$ cat config.mk
export PLATFORM = sky130hd
export DESIGN_NAME = sram_burst_ctrl_flat
export DESIGN_NICKNAME = d
export VERILOG_FILES = /design/src/rtl/sram_ctrl_pkg.sv /design/src/rtl/sram_burst_ctrl_if.sv /design/src/rtl/sram_burst_ctrl.sv /design/src/flat_wrapper.sv
export SDC_FILE = /design/constraint.sdc
export NUM_CORES = 1
export LEC_CHECK = 0
export CORE_MARGIN = 5
export CORE_UTILIZATION = 48
export CTS_CLUSTER_DIAMETER = 200
export DETAILED_ROUTE_END_ITERATION = 8
export PLACE_DENSITY_LB_ADDON = 0.05
export REMOVE_ABC_BUFFERS = 1
export SLEW_MARGIN = 20
export SYNTH_ARGS = -nofsm -noshare
export SYNTH_HDL_FRONTEND = slang
export SYNTH_SLANG_ARGS = --single-unit
$ cat constraint.sdc
create_clock -name clk -period 4.4 [get_ports clk]
set_clock_uncertainty 0.1 [all_clocks]
set_input_delay 1.1 -clock clk [delete_from_list [all_inputs] [get_ports clk]]
set_output_delay 1.1 -clock clk [all_outputs]
set_load 0.01 [all_outputs]
$ cat src/rtl/sram_ctrl_pkg.sv
// -----------------------------------------------------------------------------
// sram_ctrl_pkg
// Shared definitions for the 64k x 8 synchronous SRAM burst controller:
// default bus widths, the controller state encoding and the read latency
// of the SRAM-plus-capture pipeline.
// -----------------------------------------------------------------------------
package sram_ctrl_pkg;

    // Default geometry of the team SRAM.
    localparam int SRAM_ADDR_W = 16;
    localparam int SRAM_DATA_W = 8;
    localparam int SRAM_LEN_W  = 8;

    // One cycle inside the SRAM plus one capture register in the controller.
    localparam int RD_LAT = 2;

    // Controller state type. The encodings are fixed so that older tools
    // and waveform decoders that expect plain 2-bit codes keep working.
    typedef logic [1:0] state_t;

    localparam state_t ST_IDLE  = 2'd0;
    localparam state_t ST_WRITE = 2'd1;
    localparam state_t ST_READ  = 2'd2;
    localparam state_t ST_DRAIN = 2'd3;

endpackage : sram_ctrl_pkg

$ cat src/rtl/sram_burst_ctrl_if.sv
// -----------------------------------------------------------------------------
// sram_burst_ctrl_if
// Bundles the host request/data handshakes and the SRAM pin bus of the burst
// controller.
//   master : controller view (drives req_ready, wdata_ready, rdata*, done,
//            busy and the mem_* pins; receives requests, write data and
//            mem_rdata)
//   slave  : environment view (host plus SRAM), the mirror image of master
// -----------------------------------------------------------------------------
interface sram_burst_ctrl_if
    import sram_ctrl_pkg::*;
#(
    parameter int ADDR_W = SRAM_ADDR_W,
    parameter int DATA_W = SRAM_DATA_W,
    parameter int LEN_W  = SRAM_LEN_W
);

    // Host request channel
    logic              req_valid;
    logic              req_ready;
    logic              req_write;
    logic [ADDR_W-1:0] req_addr;
    logic [LEN_W-1:0]  req_len;

    // Host write-data channel
    logic              wdata_valid;
    logic              wdata_ready;
    logic [DATA_W-1:0] wdata;

    // Host read-data stream and status
    logic              rdata_valid;
    logic [DATA_W-1:0] rdata;
    logic              done;
    logic              busy;

    // SRAM pins
    logic [ADDR_W-1:0] mem_addr;
    logic [DATA_W-1:0] mem_wdata;
    logic              mem_we;
    logic              mem_re;
    logic [DATA_W-1:0] mem_rdata;

    modport master (
        input  req_valid, req_write, req_addr, req_len,
        input  wdata_valid, wdata,
        input  mem_rdata,
        output req_ready, wdata_ready,
        output rdata_valid, rdata, done, busy,
        output mem_addr, mem_wdata, mem_we, mem_re
    );

    modport slave (
        output req_valid, req_write, req_addr, req_len,
        output wdata_valid, wdata,
        output mem_rdata,
        input  req_ready, wdata_ready,
        input  rdata_valid, rdata, done, busy,
        input  mem_addr, mem_wdata, mem_we, mem_re
    );

endinterface : sram_burst_ctrl_if

$ cat src/rtl/sram_burst_ctrl.sv
// -----------------------------------------------------------------------------
// sram_burst_ctrl
// Initiator-side controller for the 64k x 8 synchronous SRAM. Accepts single
// or burst read/write requests over a valid/ready handshake, drives the SRAM
// pins, and returns read data as a stream two cycles after each mem_re.
// Every request ends with one done pulse.
//
// Ports:
//   clk    : system clock, rising edge
//   rst_n  : synchronous active-low reset; also forces every output low
//            while asserted
//   bus    : sram_burst_ctrl_if.master
//            req_valid/req_ready/req_write/req_addr/req_len  host request
//            wdata_valid/wdata_ready/wdata                   write beats
//            rdata_valid/rdata                               read beats
//            done/busy                                       status
//            mem_addr/mem_wdata/mem_we/mem_re/mem_rdata      SRAM pins
// -----------------------------------------------------------------------------
module sram_burst_ctrl
    import sram_ctrl_pkg::*;
#(
    parameter int ADDR_W = SRAM_ADDR_W,
    parameter int DATA_W = SRAM_DATA_W,
    parameter int LEN_W  = SRAM_LEN_W
)(
    input  logic              clk,
    input  logic              rst_n,
    sram_burst_ctrl_if.master bus
);

    localparam logic [ADDR_W-1:0] ADDR_ZERO = {ADDR_W{1'b0}};
    localparam logic [ADDR_W-1:0] ADDR_INC  = {{(ADDR_W-1){1'b0}}, 1'b1};
    localparam logic [LEN_W-1:0]  LEN_ZERO  = {LEN_W{1'b0}};
    localparam logic [LEN_W-1:0]  LEN_DEC   = {{(LEN_W-1){1'b0}}, 1'b1};
    localparam logic [DATA_W-1:0] DATA_ZERO = {DATA_W{1'b0}};

    // Index of the pipeline stage whose beat is on mem_rdata this cycle.
    localparam int CAP_STG = RD_LAT - 2;

    state_t            state_r;
    state_t            state_nxt_s;
    logic [ADDR_W-1:0] addr_r;
    logic [LEN_W-1:0]  cnt_r;
    logic [RD_LAT-1:0] rd_vld_r;   // beat in flight per pipeline stage
    logic [RD_LAT-1:0] rd_last_r;  // that beat is the last of the burst
    logic [DATA_W-1:0] rdata_r;
    logic              done_r;

    logic              handshake_s;
    logic              beat_s;
    logic              issue_s;
    logic              cnt_zero_s;
    logic              advance_s;
    logic              capture_s;
    logic              capture_last_s;

    // Control strobes derived from registered state and host inputs
    always_comb begin
        handshake_s    = (state_r == ST_IDLE) && bus.req_valid;
        beat_s         = (state_r == ST_WRITE) && bus.wdata_valid;
        issue_s        = (state_r == ST_READ);
        cnt_zero_s     = (cnt_r == LEN_ZERO);
        advance_s      = beat_s || issue_s;
        capture_s      = rd_vld_r[CAP_STG];
        capture_last_s = rd_vld_r[CAP_STG] && rd_last_r[CAP_STG];
    end

    // Next-state logic
    always_comb begin
        state_nxt_s = state_r;
        case (state_r)
            ST_IDLE: begin
                if (bus.req_valid) begin
                    state_nxt_s = bus.req_write ? ST_WRITE : ST_READ;
                end else begin
                    state_nxt_s = ST_IDLE;
                end
            end
            ST_WRITE: begin
                if (beat_s && cnt_zero_s) begin
                    state_nxt_s = ST_IDLE;
                end else begin
                    state_nxt_s = ST_WRITE;
                end
            end
            ST_READ: begin
                if (cnt_zero_s) begin
                    state_nxt_s = ST_DRAIN;
                end else begin
                    state_nxt_s = ST_READ;
                end
            end
            ST_DRAIN: begin
                // Leave as the last beat moves into the output register, so
                // IDLE coincides with its rdata_valid/done cycle and a new
                // request can be taken right there. An empty capture stage
                // cannot occur here but must never trap the FSM.
                if (capture_last_s || !capture_s) begin
                    state_nxt_s = ST_IDLE;
                end else begin
                    state_nxt_s = ST_DRAIN;
                end
            end
            default: begin
                state_nxt_s = ST_IDLE;
            end
        endcase
    end

    // State, burst address/count, read pipeline and done pulse
    always_ff @(posedge clk) begin
        if (!rst_n) begin
            state_r   <= ST_IDLE;
            addr_r    <= ADDR_ZERO;
            cnt_r     <= LEN_ZERO;
            rd_vld_r  <= {RD_LAT{1'b0}};
            rd_last_r <= {RD_LAT{1'b0}};
            rdata_r   <= DATA_ZERO;
            done_r    <= 1'b0;
        end else begin
            state_r <= state_nxt_s;

            if (handshake_s) begin
                addr_r <= bus.req_addr;
                cnt_r  <= bus.req_len;
            end else if (advance_s) begin
                // Address wraps naturally at 2^ADDR_W.
                addr_r <= addr_r + ADDR_INC;
                cnt_r  <= cnt_r - LEN_DEC;
            end

            rd_vld_r  <= {rd_vld_r[RD_LAT-2:0], issue_s};
            rd_last_r <= {rd_last_r[RD_LAT-2:0], issue_s && cnt_zero_s};

            // mem_rdata is only meaningful in a slot that follows a mem_re.
            if (capture_s) begin
                rdata_r <= bus.mem_rdata;
            end

            done_r <= (beat_s && cnt_zero_s) || capture_last_s;
        end
    end

    // Host- and SRAM-facing outputs, all held low while reset is asserted
    always_comb begin
        bus.req_ready   = rst_n && (state_r == ST_IDLE);
        bus.wdata_ready = rst_n && (state_r == ST_WRITE);
        bus.mem_we      = rst_n && (state_r == ST_WRITE) && bus.wdata_valid;
        bus.mem_re      = rst_n && (state_r == ST_READ);
        bus.busy        = rst_n && (state_r != ST_IDLE);
        bus.rdata_valid = rst_n && rd_vld_r[RD_LAT-1];
        bus.done        = rst_n && done_r;
        bus.rdata       = rst_n ? rdata_r : DATA_ZERO;
        bus.mem_addr    = rst_n ? addr_r : ADDR_ZERO;
        bus.mem_wdata   = (rst_n && (state_r == ST_WRITE)) ? bus.wdata : DATA_ZERO;
    end

endmodule : sram_burst_ctrl

$ cat src/flat_wrapper.sv
// flat-port wrapper written by rule: the top's interface ports become plain ports
module sram_burst_ctrl_flat import sram_ctrl_pkg::*;
#(
    parameter int ADDR_W = SRAM_ADDR_W,
    parameter int DATA_W = SRAM_DATA_W,
    parameter int LEN_W  = SRAM_LEN_W
)
  (clk, rst_n, bus_req_valid, bus_req_write, bus_req_addr, bus_req_len, bus_wdata_valid, bus_wdata, bus_mem_rdata, bus_req_ready, bus_wdata_ready, bus_rdata_valid, bus_rdata, bus_done, bus_busy, bus_mem_addr, bus_mem_wdata, bus_mem_we, bus_mem_re);
  sram_burst_ctrl_if #(.ADDR_W(ADDR_W), .DATA_W(DATA_W), .LEN_W(LEN_W)) bus_i ();
  input  logic clk;
  input  logic rst_n;
  input wire logic [$bits(bus_i.req_valid)-1:0] bus_req_valid;
  input wire logic [$bits(bus_i.req_write)-1:0] bus_req_write;
  input wire logic [$bits(bus_i.req_addr)-1:0] bus_req_addr;
  input wire logic [$bits(bus_i.req_len)-1:0] bus_req_len;
  input wire logic [$bits(bus_i.wdata_valid)-1:0] bus_wdata_valid;
  input wire logic [$bits(bus_i.wdata)-1:0] bus_wdata;
  input wire logic [$bits(bus_i.mem_rdata)-1:0] bus_mem_rdata;
  output wire logic [$bits(bus_i.req_ready)-1:0] bus_req_ready;
  output wire logic [$bits(bus_i.wdata_ready)-1:0] bus_wdata_ready;
  output wire logic [$bits(bus_i.rdata_valid)-1:0] bus_rdata_valid;
  output wire logic [$bits(bus_i.rdata)-1:0] bus_rdata;
  output wire logic [$bits(bus_i.done)-1:0] bus_done;
  output wire logic [$bits(bus_i.busy)-1:0] bus_busy;
  output wire logic [$bits(bus_i.mem_addr)-1:0] bus_mem_addr;
  output wire logic [$bits(bus_i.mem_wdata)-1:0] bus_mem_wdata;
  output wire logic [$bits(bus_i.mem_we)-1:0] bus_mem_we;
  output wire logic [$bits(bus_i.mem_re)-1:0] bus_mem_re;
  assign bus_i.req_valid = bus_req_valid;
  assign bus_i.req_write = bus_req_write;
  assign bus_i.req_addr = bus_req_addr;
  assign bus_i.req_len = bus_req_len;
  assign bus_i.wdata_valid = bus_wdata_valid;
  assign bus_i.wdata = bus_wdata;
  assign bus_i.mem_rdata = bus_mem_rdata;
  assign bus_req_ready = bus_i.req_ready;
  assign bus_wdata_ready = bus_i.wdata_ready;
  assign bus_rdata_valid = bus_i.rdata_valid;
  assign bus_rdata = bus_i.rdata;
  assign bus_done = bus_i.done;
  assign bus_busy = bus_i.busy;
  assign bus_mem_addr = bus_i.mem_addr;
  assign bus_mem_wdata = bus_i.mem_wdata;
  assign bus_mem_we = bus_i.mem_we;
  assign bus_mem_re = bus_i.mem_re;
  sram_burst_ctrl #(.ADDR_W(ADDR_W), .DATA_W(DATA_W), .LEN_W(LEN_W)) u_core (.clk(clk), .rst_n(rst_n), .bus(bus_i));
endmodule
### Word level (Yosys, flattened, before mapping)

Index checks and enable logic that the tools add are counted.

| word-level totals | value |
|---|---|
| bits in registers | 38 |
| bits of input ports | 45 |
| output and inout port bits | 39 |
| logic and storage cells | 45 |

| operators by class | value |
|---|---|
| $add $sub $neg | 2 |
| equality and inequality tests | 3 |
| multiplexer cells | 13 |
| reduce and logical (&&, ||, !) cells | 20 |

Operator list:

| cell | number |
|---|---|
| $mux W16 | 3 |
| $mux W8 | 4 |
| $add A16 B1 Y16 const B | 1 |
| $logic_and A1 B1 Y1 | 12 |
| $logic_not A8 Y1 | 1 |
| $pmux W2 S4 | 1 |
| $sub A8 B1 Y8 const B | 1 |
| $mux W2 | 3 |
| $eq A2 B2 Y1 const B | 2 |
| $reduce_bool A2 Y1 | 2 |
| $logic_or A1 B1 Y1 | 3 |
| $eq A2 B1 Y1 const B | 1 |
| $logic_not A2 Y1 | 1 |
| $mux W1 | 2 |
| $logic_not A1 Y1 | 1 |

### Logic depth before layout (Yosys ltp)

| logic depth | value |
|---|---|
| depth after elaboration | 5 |
| mapped depth | 7 |
| mapped depth without buffers | 6 |

### Least setup slack after synthesis

No wires, ideal clock.

| path | value |
|---|---|
| path kind | input to output |
| start point | input port rst_n |
| end point | output port bus_busy |
| arrival | 1889 ps |
| data required time | 3200 ps |
| path slack | 1311 ps |
| stages | 4 |
| path buffers | 2 |
| path through | inv_1 -> clkbuf_1 -> clkbuf_1 -> nor2_1 |

| on the way | value |
|---|---|
| longest elaborated chain between the ends | 1 |

Ends and longest elaborated chain:

| element | RTL line | RTL |
|---|---|---|
| start: declaration | flat_wrapper.sv:11 | `input logic rst_n;` |
| $logic_and A1 B1 Y1 | sram_burst_ctrl.sv:150 | `bus.busy = rst_n && (state_r != ST_IDLE);` |
| end: declaration | flat_wrapper.sv:24 | `output wire logic [$bits(bus_i.busy)-1:0] bus_busy;` |

Every way passes these cells.

### Worst setup path after layout

| path | value |
|---|---|
| start point | input port rst_n |
| end point | output port bus_mem_we |

| on the way | value |
|---|---|
| longest elaborated chain between the ends | 2 |

Ends and longest elaborated chain:

| element | RTL line | RTL |
|---|---|---|
| $logic_and A1 B1 Y1 (2 in series) | sram_burst_ctrl.sv:148 | `bus.mem_we = rst_n && (state_r == ST_WRITE) && bus.wdata_valid;` |
| end: declaration | flat_wrapper.sv:27 | `output wire logic [$bits(bus_i.mem_we)-1:0] bus_mem_we;` |

Every way passes these cells.

==> run summary <==
The core utilization of the finished layout was 0.690. The initial cell density of the core came out at 0.489. The worst setup path is of the in2out kind. The logs give 419 for the final layout net count and 248 uV for the maximum resistive drop on vdd. For the pin with the worst max-slew slack, the measured transition is 0.707 ns. The tools report the buffer count from post-CTS setup fixing as 0.

TritonCTS built the clock tree. Counting I/O delays and the setup requirement, the final critical path takes 3.96 ns. The run gives 0.221 as the clock network power share.

The logs give 0.351 for the part of the total power dissipated in combinational logic and 31 for the maximum number of pins on one net before global-route repair. The warning count from the yosys run is 0, and the wire length of the first global-routing pass is 10800 um. For this design, the CTS-stage hold fixing added 0 buffers. The initial detailed-routing violation count came out at 129. The logs give 0.00626 mm^2 for the floorplan die area and 0.210 for the combined global-route utilization of all metal layers.

After detailed routing, the total wire length is 6370 um. In the layout the commonest cells are sky130_fd_sc_hd__clkdlybuf4s50_1, sky130_fd_sc_hd__dfxtp_1, sky130_fd_sc_hd__and2_1. The sequential cell area fraction in the yosys report is 0.332. Number of enable flip-flop cells after synthesis: 0. Setup slack on the critical path of the routed design comes to 0.439 ns. The die is 79.1 um wide.

The count of buffers added on input and output ports is 83. The post-cts resize count is 0. The area share of the largest cell type after synthesis is 0.332, and the number of global-route vias before repair is 2374.

The average vias per placed instance is 5.74, and the count of maximum capacitance violations is 0. STA classifies the critical path endpoint as an output port. The layout has 411 filler cells. Data arrival at the endpoint of the critical path: 2.76 ns. After legalization and detailed placement, the total HPWL measured 4590 um. The I/O pin count was 84; the synthesized instance count was 297.

The cell-internal power is 0.698 mW, and the area occupied by registers is 761 um^2. The total of flip-flops plus latches after synthesis came out at 38. The run gives 418 as the number of placed instances, taps included. The worst min-delay path class was reg2reg. The floorplan has 25 rows.

The fraction of power consumed by sequential logic was 0.429; the number of diodes added for antenna fixing was 0. Setup repair after global routing left no endpoint under its margin. The detailed router placed 2435 vias in this run. The worst max-slew margin expressed relative to the limit came out at 0.528. The logs give 0 for the antenna violation net count after detailed routing and 0.00142 mm^2 for the footprint of the multi-input gates. Number of non-filler instances in the completed layout: 424. The tools report the placeable core region as 0.00469 mm^2. Derived from the worst setup path, the maximum achievable clock frequency is 0.252 GHz.

The final period utilization was 0.900; the H-tree depth reported by CTS was 2. The first detailed-routing pass took 4 iterations. The synthesized cell area was 0.00229 mm^2. The run gives 0 ns as the total negative slack for setup checks. Dividing total power by cell area gives a power density of 330 mW/mm^2. From synthesis to final layout, the design area changed by 41.2%. The final hold violation count is 0, and the number of clock buffers inserted by TritonCTS is 5. Among all flip-flop cells after synthesis, the most frequent one is sky130_fd_sc_hd__dfxtp_1. The initial antenna violation count is 0. sky130_fd_sc_hd__dfxtp_1 takes more of the synthesized area than any other cell. The fraction of power spent switching nets is 0.347, and the last weighted congestion value of the routability-driven placer is 0.859. The logs give 0 for the final-report max-slew violation count and 46 for the number of library cell types mapped by synthesis. Summed over all cells, the static leakage comes to 1.16 nW. Of all nets on the critical path, the largest fanout is 11. The worst setup path is launched from an input pin. The post-detailed-route wirelength per cell works out to 15.0 um. The fraction of layout cells with a size suffix above 1 was 0.0595; the post-CTS clock slew at the launch and capture registers of the worst setup and hold paths was 0.07 ns.

For the worst setup path, the data required time is 3.20 ns. The tools report the sum of overflow across all layers after global routing as 0. From bottom edge to top edge, the die measures 79.1 um.

Setup violations remaining at the end of the flow were counted as 0. Before CTS, the worst setup slack after placement is 0.411 ns. The clock root buffer was sky130_fd_sc_hd__clkbuf_8. In this run the deepest clock path goes through 2 buffers. The flow ran to the end, and the final reports show no timing, DRC or antenna violations.

The run gives 38 as the total number of clock tree sinks. Switching power: 0.371 mW. After synthesis, the cell types taking the most area are sky130_fd_sc_hd__dfxtp_1, sky130_fd_sc_hd__and2_1, sky130_fd_sc_hd__nor2_1.

The logs give 0 for the count of unresolved DRC violations after routing and 0.28 ns for the clock latency on the worst-skew pair. The share of flip-flops with an asynchronous set or reset after synthesis was 0. The library cell used most frequently in the layout, excluding fill and tap cells, is sky130_fd_sc_hd__clkdlybuf4s50_1. The average instance area after synthesis came out at 7.72 um^2.
## cell type report
class                      instances  share of cell area
multi-input combinational        229               0.439
timing repair buffer              89               0.271
inverter                           8             0.00928
tap                               54              0.0209
clock buffer                       6              0.0255
sequential                        38               0.235
## cell usage after synthesis, drive strengths merged, types with 2 or more instances
library cell	instances
nand3	8
o211ai	5
mux2	4
or3b	2
a21o	2
and4	2
or3	8
nor2	25
clkbuf	17
nand2	24
mux2i	9
nor4	3
a21oi	16
buf	5
ha	3
and3	2
o21a	2
inv	8
a22oi	8
nand4	8
and2	35
a211oi	3
o21ai	21
dfxtp	38
o41ai	3
or4	4
a31oi	7
a32oi	2
nor3	7
nor3b	4
o22ai	2
## routing by layer
layer / vias to the layer above / track usage / wire, um
met2: 96 / 0.334 / 2960
met4: 0 / 0.0515 / 54
met5: - / 0 / 0
met3: 5 / 0.0522 / 521
li1: 1216 / - / -
met1: 1118 / 0.286 / 2830
## worst max-delay path, cell delays in order
cell and delay (ns):
sky130_fd_sc_hd__clkdlybuf4s50_1 0.57, sky130_fd_sc_hd__and3_1 0.37, sky130_fd_sc_hd__nand2_1 0.12, sky130_fd_sc_hd__inv_1 0.06, sky130_fd_sc_hd__clkdlybuf4s50_1 0.53
## worst paths after layout
check | end | cells past startpoint | slack (ns) | from
max | bus_mem_we | 5 | 0.44 | rst_n
min reg2reg | u_core.done_r$_SDFF_PN0_ | 2 | 0.39 | u_core.rd_last_r[0]$_SDFF_PN0_
max reg2reg | u_core.addr_r[14]$_SDFFE_PN0P_ | 5 | 2.31 | u_core.addr_r[0]$_SDFFE_PN0P_
min | u_core.done_r$_SDFF_PN0_ | 2 | 0.39 | u_core.rd_last_r[0]$_SDFF_PN0_
## kinds of logic (layout without fill, tap and decap cells)
logic type,Yosys count,after routing,share of synthesized area
flops,38,38,0.332
compound gates,77,77,0.213
fa+ha+maj,3,3,0.0164
mux,13,13,0.0590
simple gates,136,136,0.329
buf+inv,30,103,0.0513
## per-stage QoR
step / hold slack (ns) / area [um^2] / total power [mW]
floorplan: 0.344 / 2200 / 0.674
finish: 0.390 / 3240 / 1.07
global placement: 0.363 / 3150 / 0.830
global route: 0.400 / 3240 / 1.15
detailed placement: 0.377 / 3150 / 0.836
CTS: 0.393 / 3240 / 1.07
## sequential cells by signal, indices dropped and copies added, names as in the netlist
| name | cells |
|---|---|
| u_core.rd_vld_r | 2 |
| u_core.addr_r | 16 |
| u_core.state_r | 2 |
| u_core.cnt_r | 8 |
| u_core.rdata_r | 8 |
| u_core.done_r | 1 |
| u_core.rd_last_r | 1 |
## power groups by stage
stage,sequential (mW),clock [mW],combinational [mW]
2_1_floorplan,0.446,0,0.228
3_3_place_gp,0.463,0,0.367
3_5_place_dp,0.464,0,0.372
4_1_cts,0.457,0.239,0.376
5_1_grt,0.469,0.260,0.421
6_report,0.458,0.236,0.375
Power figures use the tool's default switching activity.
